**config.mk**
```make
export PLATFORM = sky130hd
export DESIGN_NAME = mulf_seq
export DESIGN_NICKNAME = d
export VERILOG_FILES = /design/src/rtl/mulf_seq.sv
export SDC_FILE = /design/constraint.sdc
export NUM_CORES = 1
export LEC_CHECK = 0
export CORE_AREA = 2 2 147 149
export DETAILED_ROUTE_END_ITERATION = 7
export DIE_AREA = 0 0 149 151
export PLACE_DENSITY = 0.77
export SLEW_MARGIN = 5
export SYNTH_ARGS = -nofsm -noshare
export SYNTH_HDL_FRONTEND = slang
export SYNTH_SLANG_ARGS = --single-unit
```
**constraint.sdc**
```tcl
create_clock -name clk -period 3.9 [get_ports clk]
set_input_delay 0.78 -clock clk [delete_from_list [all_inputs] [get_ports clk]]
set_output_delay 0.78 -clock clk [all_outputs]
set_load 0.03 [all_outputs]
```
**src/rtl/mulf_seq.sv**
```systemverilog
// mulf_seq: multi-cycle IEEE-754 single-precision multiplier (shift-add, truncating)
module mulf_seq #(
  parameter int EXP_W  = 8,
  parameter int MANT_W = 23
) (
  input  logic                      clk,
  input  logic                      rst_n,
  input  logic                      start,
  input  logic [EXP_W+MANT_W:0]     a,
  input  logic [EXP_W+MANT_W:0]     b,
  output logic                      busy,
  output logic                      done,
  output logic [EXP_W+MANT_W:0]     s,
  output logic                      ze,
  output logic                      ov,
  output logic                      uf
);
  localparam int BIAS = 2**(EXP_W-1) - 1;
  localparam int W    = EXP_W + MANT_W + 1;
  localparam int MW   = MANT_W + 1;
  localparam int PW   = 2 * MW;
  localparam int EW   = EXP_W + 2;
  localparam int CW   = $clog2(MW);
  localparam logic [CW-1:0] LAST = CW'(MW - 1);
  typedef enum logic [1:0] {IDLE, MUL, NORM, DONE} state_t;
  state_t st, nxt;
  logic              sign, zflag;
  logic [MW-1:0]     ma, mb;
  logic [PW-1:0]     p;
  logic [EW-1:0]     esum, e;
  logic [CW-1:0]     cnt;
  logic [MANT_W-1:0] mant;
  logic              e_ov, e_uf;
  // state register
  always_ff @(posedge clk or negedge rst_n)
    if (!rst_n) st <= IDLE;
    else st <= nxt;
  // next-state: one pass of MUL per mantissa bit, then normalize and report
  always_comb begin
    nxt = st;
    case (st)
      IDLE:    nxt = start ? MUL : IDLE;
      MUL:     nxt = (cnt == LAST) ? NORM : MUL;
      NORM:    nxt = DONE;
      default: nxt = IDLE;
    endcase
  end
  assign busy = st != IDLE;
  assign done = st == DONE;
  // product lies in [2^46, 2^48); the top bit selects the normalize shift
  assign e    = esum + EW'(p[PW-1]);
  assign mant = p[PW-1] ? p[PW-2 -: MANT_W] : p[PW-3 -: MANT_W];
  assign e_ov = !e[EW-1] && e >= EW'(2**EXP_W - 1);
  assign e_uf = e[EW-1] || e == '0;
  // operand capture, shift-add iterations and result/flag update
  always_ff @(posedge clk or negedge rst_n)
    if (!rst_n) begin
      sign <= 1'b0; zflag <= 1'b0; ma <= '0; mb <= '0; p <= '0; esum <= '0; cnt <= '0;
      s <= '0; ze <= 1'b0; ov <= 1'b0; uf <= 1'b0;
    end else begin
      case (st)
        IDLE: if (start) begin
          sign  <= a[W-1] ^ b[W-1];
          ma    <= {1'b1, a[MANT_W-1:0]};
          mb    <= {1'b1, b[MANT_W-1:0]};
          esum  <= EW'(a[W-2:MANT_W]) + EW'(b[W-2:MANT_W]) - EW'(BIAS);
          zflag <= ~|a[W-2:0] | ~|b[W-2:0];
          p     <= '0;
          cnt   <= '0;
        end
        MUL: begin
          if (mb[0]) p <= p + (PW'(ma) << cnt);
          mb  <= mb >> 1;
          cnt <= cnt + 1'b1;
        end
        NORM: begin
          ze <= zflag;
          ov <= !zflag && e_ov;
          uf <= !zflag && !e_ov && e_uf;
          s  <= zflag ? {sign, {(W-1){1'b0}}} :
                e_ov  ? {sign, {EXP_W{1'b1}}, {MANT_W{1'b0}}} :
                e_uf  ? {sign, {(W-1){1'b0}}} :
                        {sign, e[EXP_W-1:0], mant};
        end
        default: ;
      endcase
    end
endmodule
```
# Word level (Yosys, flattened, before mapping)
# Index checks and enable logic that the tools add are counted.
# word_totals
reg_bits	150
output_inout_bits	37
wordCells	60
# op_classes
add_sub_neg	5
n_lt_le_gt_ge	1
n_eq_ne	6
shift	1
mux	14
n_bitwise	2
n_reduce_logical	19
# op_table
op	n
$mux W48	2
$pmux W48 S2	1
$mux W31	3
$reduce_or A31 Y1	2
$add A48 B48 Y48	1
$pmux W24 S2	1
$shl A24 B5 Y48	1
$mux W24	1
$mux W23	1
$add A10 B1 Y10	1
$ge A10 B8 Y1 const B	1
$logic_not A10 Y1	1
$pmux W5 S2	1
$sub A9 B7 Y10 const B	1
$add A8 B8 Y9	1
$pmux W2 S3	1
$add A5 B1 Y5 const B	1
$eq A5 B5 Y1 const B	1
$logic_not A1 Y1	5
$mux W5	1
$eq A2 B2 Y1 const B	2
$logic_and A1 B1 Y1	4
$ne A2 B2 Y1 const B	2
$reduce_and A2 Y1	2
other kinds (9)	10

# Longest topological paths before layout
# depth
ltp_word	6
ltp_mapped	22
ltp_nobuf	19

# Least setup slack after synthesis
# No wires, ideal clock.
# synth_timing
path_type	register to register
start	register cnt[0]
end	register p[44]
arrival_time_ps	3916
t_required_ps	3776
path_slack_ps	-140
stages_incl_launch_ff	19
synth_period_minus_slack_ps	4040
path_cell_list	dfrtp_1 buf_2 buf_2 buf_1 mux2i_1 mux2i_1 mux2_2 o22ai_1 ha_1 buf_2 nand3_1 nor2_2 a211oi_2 a21oi_1 o41ai_2 o21ai_2 a311oi_2 nor4b_2 a211o_1
# synth_between
elab_chain_cells	4
# synth_lines
element	line_no	text
from (decl)	31	logic [CW-1:0] cnt;
from (signal assigned)	74	cnt <= cnt + 1'b1;
$shl A24 B5 Y48	72	if (mb[0]) p <= p + (PW'(ma) << cnt);
$add A48 B48 Y48	72	
$mux W48	72	
$pmux W48 S2	61	case (st)
to (signal assigned)	72	
to (decl)	29	logic [PW-1:0] p;
# No other way between the ends. The select of a mux whose other input is x is not followed.
# A chain may end at the register's enable or synchronous reset.

# Worst setup path in the final report
# layout_timing
start	register cnt[1]
end	register p[47]
# The elaborated chain is that of the path after synthesis.

==> reports/qor.txt <==
input/output buffers: 103
Worst-Margin Slew: 936.0 ps
Clk pin slew, worst setup/hold paths: 70 ps
EDFF count, synth: 0
Sequential Area: 3756 um2
top cells by count, synth: nand2_1 (287), dfrtp_1 (150), o21ai_0 (123)
largest cells by area after synthesis: dfrtp_1 (35%), nand2_1 (9.9%), ha_1 (7.5%)
Syn Nets: 1434
Die Y: 151 um
Syn Area/Cell: 8.369 um2
# DRC: 0
ANT cells: 0
fillcell total: 1522
Crit-path slowest cell: dfrtp_2
area of placed instances: 13120 um2
min cycle time layout: 4105 ps
WP data arrival: 4470 ps
PnR worst setup slack: -205.3 ps
GR Util All Layers: 0.2811
Die X: 149 um
Core Footprint: 20820 um2
CP max FO: 6
final setup vio count: 9
hold_buf cts: 0
Final Cycle Share: 1.053
CTS H-Tree Depth: 4
global-route wire length before repair: 50500 um
CTS tree: built
Slew Limit Headroom: 0.3745
Initial DRT Pass Iterations: 5
Sum Neg Setup Slack: -869.2 ps
Clock Root Buffer: clkbuf_16
status: finished, violations left
Final Cell Area: 14920 um2
Clock Path Buffers: 2
initial core utilization: 0.5225
# nets final: 1666
skew final: 16.61 ps
Crit Path Category: reg2reg
IO Pins: 104
Final GP Congestion: 0.9881
instance count of the mapped netlist: 1300
failing checks: setup timing
top-count cell post-synth: nand2_1
main flop type after synthesis: dfrtp_1
layout cell share with drive strength beyond 1: 0.2595
Worst-Skew Late Latency: 440 ps
P&R area growth vs syn: 37.15%
multi-input logic area: 7548 um2
Fmax: 0.2436 GHz
Final HPWL DP: 22960 um
WP buf/inv: 4
DIE AREA: 22500 um2
Max Cap Viol: 0
detailed-route via count: 10990
Async SR Flop Fraction: 1.000
cts bufs inserted: 17
#FFs+latches synth: 150
Syn. warnings: 0
synth unique cells: 68
Routed WL: 33810 um
Final Hold Violating Endpoints: 0
Rows: 53
wire per inst: 18.58 um
Via density: 6.038
fin util: 0.7166
max incr delay on CP: 470 ps
top-area cell type share of the netlist area: 0.3450
Congestion Overflow GR: 0
initial antenna violation count: 0
CP startpoint kind: flip-flop
Worst Setup End Kind: flip-flop
Largest delay share family, worst path: compound AO/OA/AOI/OAI gates
largest net degree at the start of global routing: 80
clock sink count: 150
post-route ant nets: 0
RSZ-0062 raised after global routing: yes
register area share after synthesis: 0.3450
crit-path cells: clkbuf_16 > buf_4 > nor2b_1 > a211oi_1 > a21oi_1 > mux2i_1 > mux2_4 > o22ai_4 > ha_4 > a21o_1 > a21o_1 > a21oi_2 > o32ai_1 > buf_4 > o21ai_4 > a21oi_4 > buf_6 > o211a_1 > a211oi_2 > mux2i_1
Iter 0 DRT Violations: 983
max-slew violation count: 0
CP Data Required Time: 4260 ps
Mapped Area: 10880 um2
Hold Path Class: in2async
Synth area leader: dfrtp_1
vias in the first global route: 10168
[final timing paths]
kind / start / endpoint / slack (ps) / cells past startpoint
max: cnt[1] / p[47] / -210 / 20
min: rst_n / p[41] / 370 / 1
max reg2reg: cnt[1] / p[47] / -210 / 20
min reg2reg: s[24] / s[24] / 470 / 2
max in group asynchronous: rst_n / p[5] / 2760 / 2
min in group clk: s[24] / s[24] / 470 / 2
[registers in the layout, indices dropped and copies added (netlist names)]
signal,count
st,2
ma,24
s,32
ov,1
mb,24
esum,10
sign,1
zflag,1
p,48
ze,1
uf,1
cnt,5
[area by class of cell]
type                    count  share of cell area
clock buffers              19             0.02901
clock inverters            13            0.008218
inverters                  24            0.006038
multi-input cells        1045              0.5059
flip-flops and latches    150              0.2517
well taps                 275             0.02306
repair buffers            294              0.1760
[routing by layer]
layer | GRT usage | vias to the layer above | part of all wire
li1 | - | 5093 | -
met1 | 0.3881 | 5264 | 0.42
met2 | 0.4500 | 558 | 0.48
met3 | 0.04096 | 75 | 0.072
met4 | 0.1067 | 0 | 0.026
met5 | 0 | - | 0
[placed cells by master, fill, tap and decap left out, types with 12 or more instances in the layout]
| master | Yosys | routed |
|---|---|---|
| a21oi_2 | 2 | 22 |
| a21oi_1 | 69 | 45 |
| mux2i_1 | 55 | 37 |
| nand4_1 | 21 | 21 |
| buf_4 | 2 | 175 |
| xnor2_1 | 24 | 23 |
| nor2_1 | 72 | 62 |
| a22oi_1 | 24 | 23 |
| o21ai_0 | 123 | 95 |
| o21ai_2 | 3 | 13 |
| nand2_1 | 287 | 281 |
| ha_1 | 65 | 50 |
| nor4_1 | 20 | 18 |
| inv_1 | 24 | 22 |
| o21ai_1 | 8 | 22 |
| clkdlybuf4s50_1 | 0 | 102 |
| clkbuf_16 | 0 | 18 |
| ha_4 | 0 | 12 |
| nand3_1 | 24 | 19 |
| a21o_1 | 34 | 34 |
| xor2_1 | 31 | 31 |
| dfrtp_1 | 150 | 148 |
| mux2_2 | 19 | 13 |
[what timing repair did]
| action | in CTS | in global routing |
|---|---|---|
| pin swaps | 15 | 61 |
| setup buffers | 7 | 29 |
| cloned | 2 | 1 |
| hold endpoints to repair | 0 | 0 |
| resized for setup | 56 | 149 |
| endpoints found under the setup margin | 15 | 22 |
[worst reg2reg max path: cells and delay by family, from the launching register on]
family | cells | cell delay [ps]
mux | 3 | 700
simple gates | 1 | 140
buf+inv | 4 | 650
fa+ha+maj | 1 | 260
compound gates | 11 | 1820
flops | 1 | 470
[cell families after synthesis]
logic type                 synth area share
and+or+nand+nor                      0.2000
AOI/OAI and AO/OA                    0.2012
DFF                                  0.3450
buffers and inverters               0.04221
muxes                               0.08890
adders and majority gates           0.07844
xor gates and xnor gates            0.04428
[through the flow]
stage                     setup slack, ps  std cells  hold slack [ps]
after floorplan                     63.61       1300            446.3
after global placement             -156.8       1750            451.6
after detailed placement           -187.3       1750            455.6
after CTS                          0.5538       1791            394.2
after global routing               -304.5       1820            425.1
final                              -205.3       1820            366.8
Power is not shown: default switching activity piles up to over one toggle a cycle in this logic, so the estimate is an artifact.
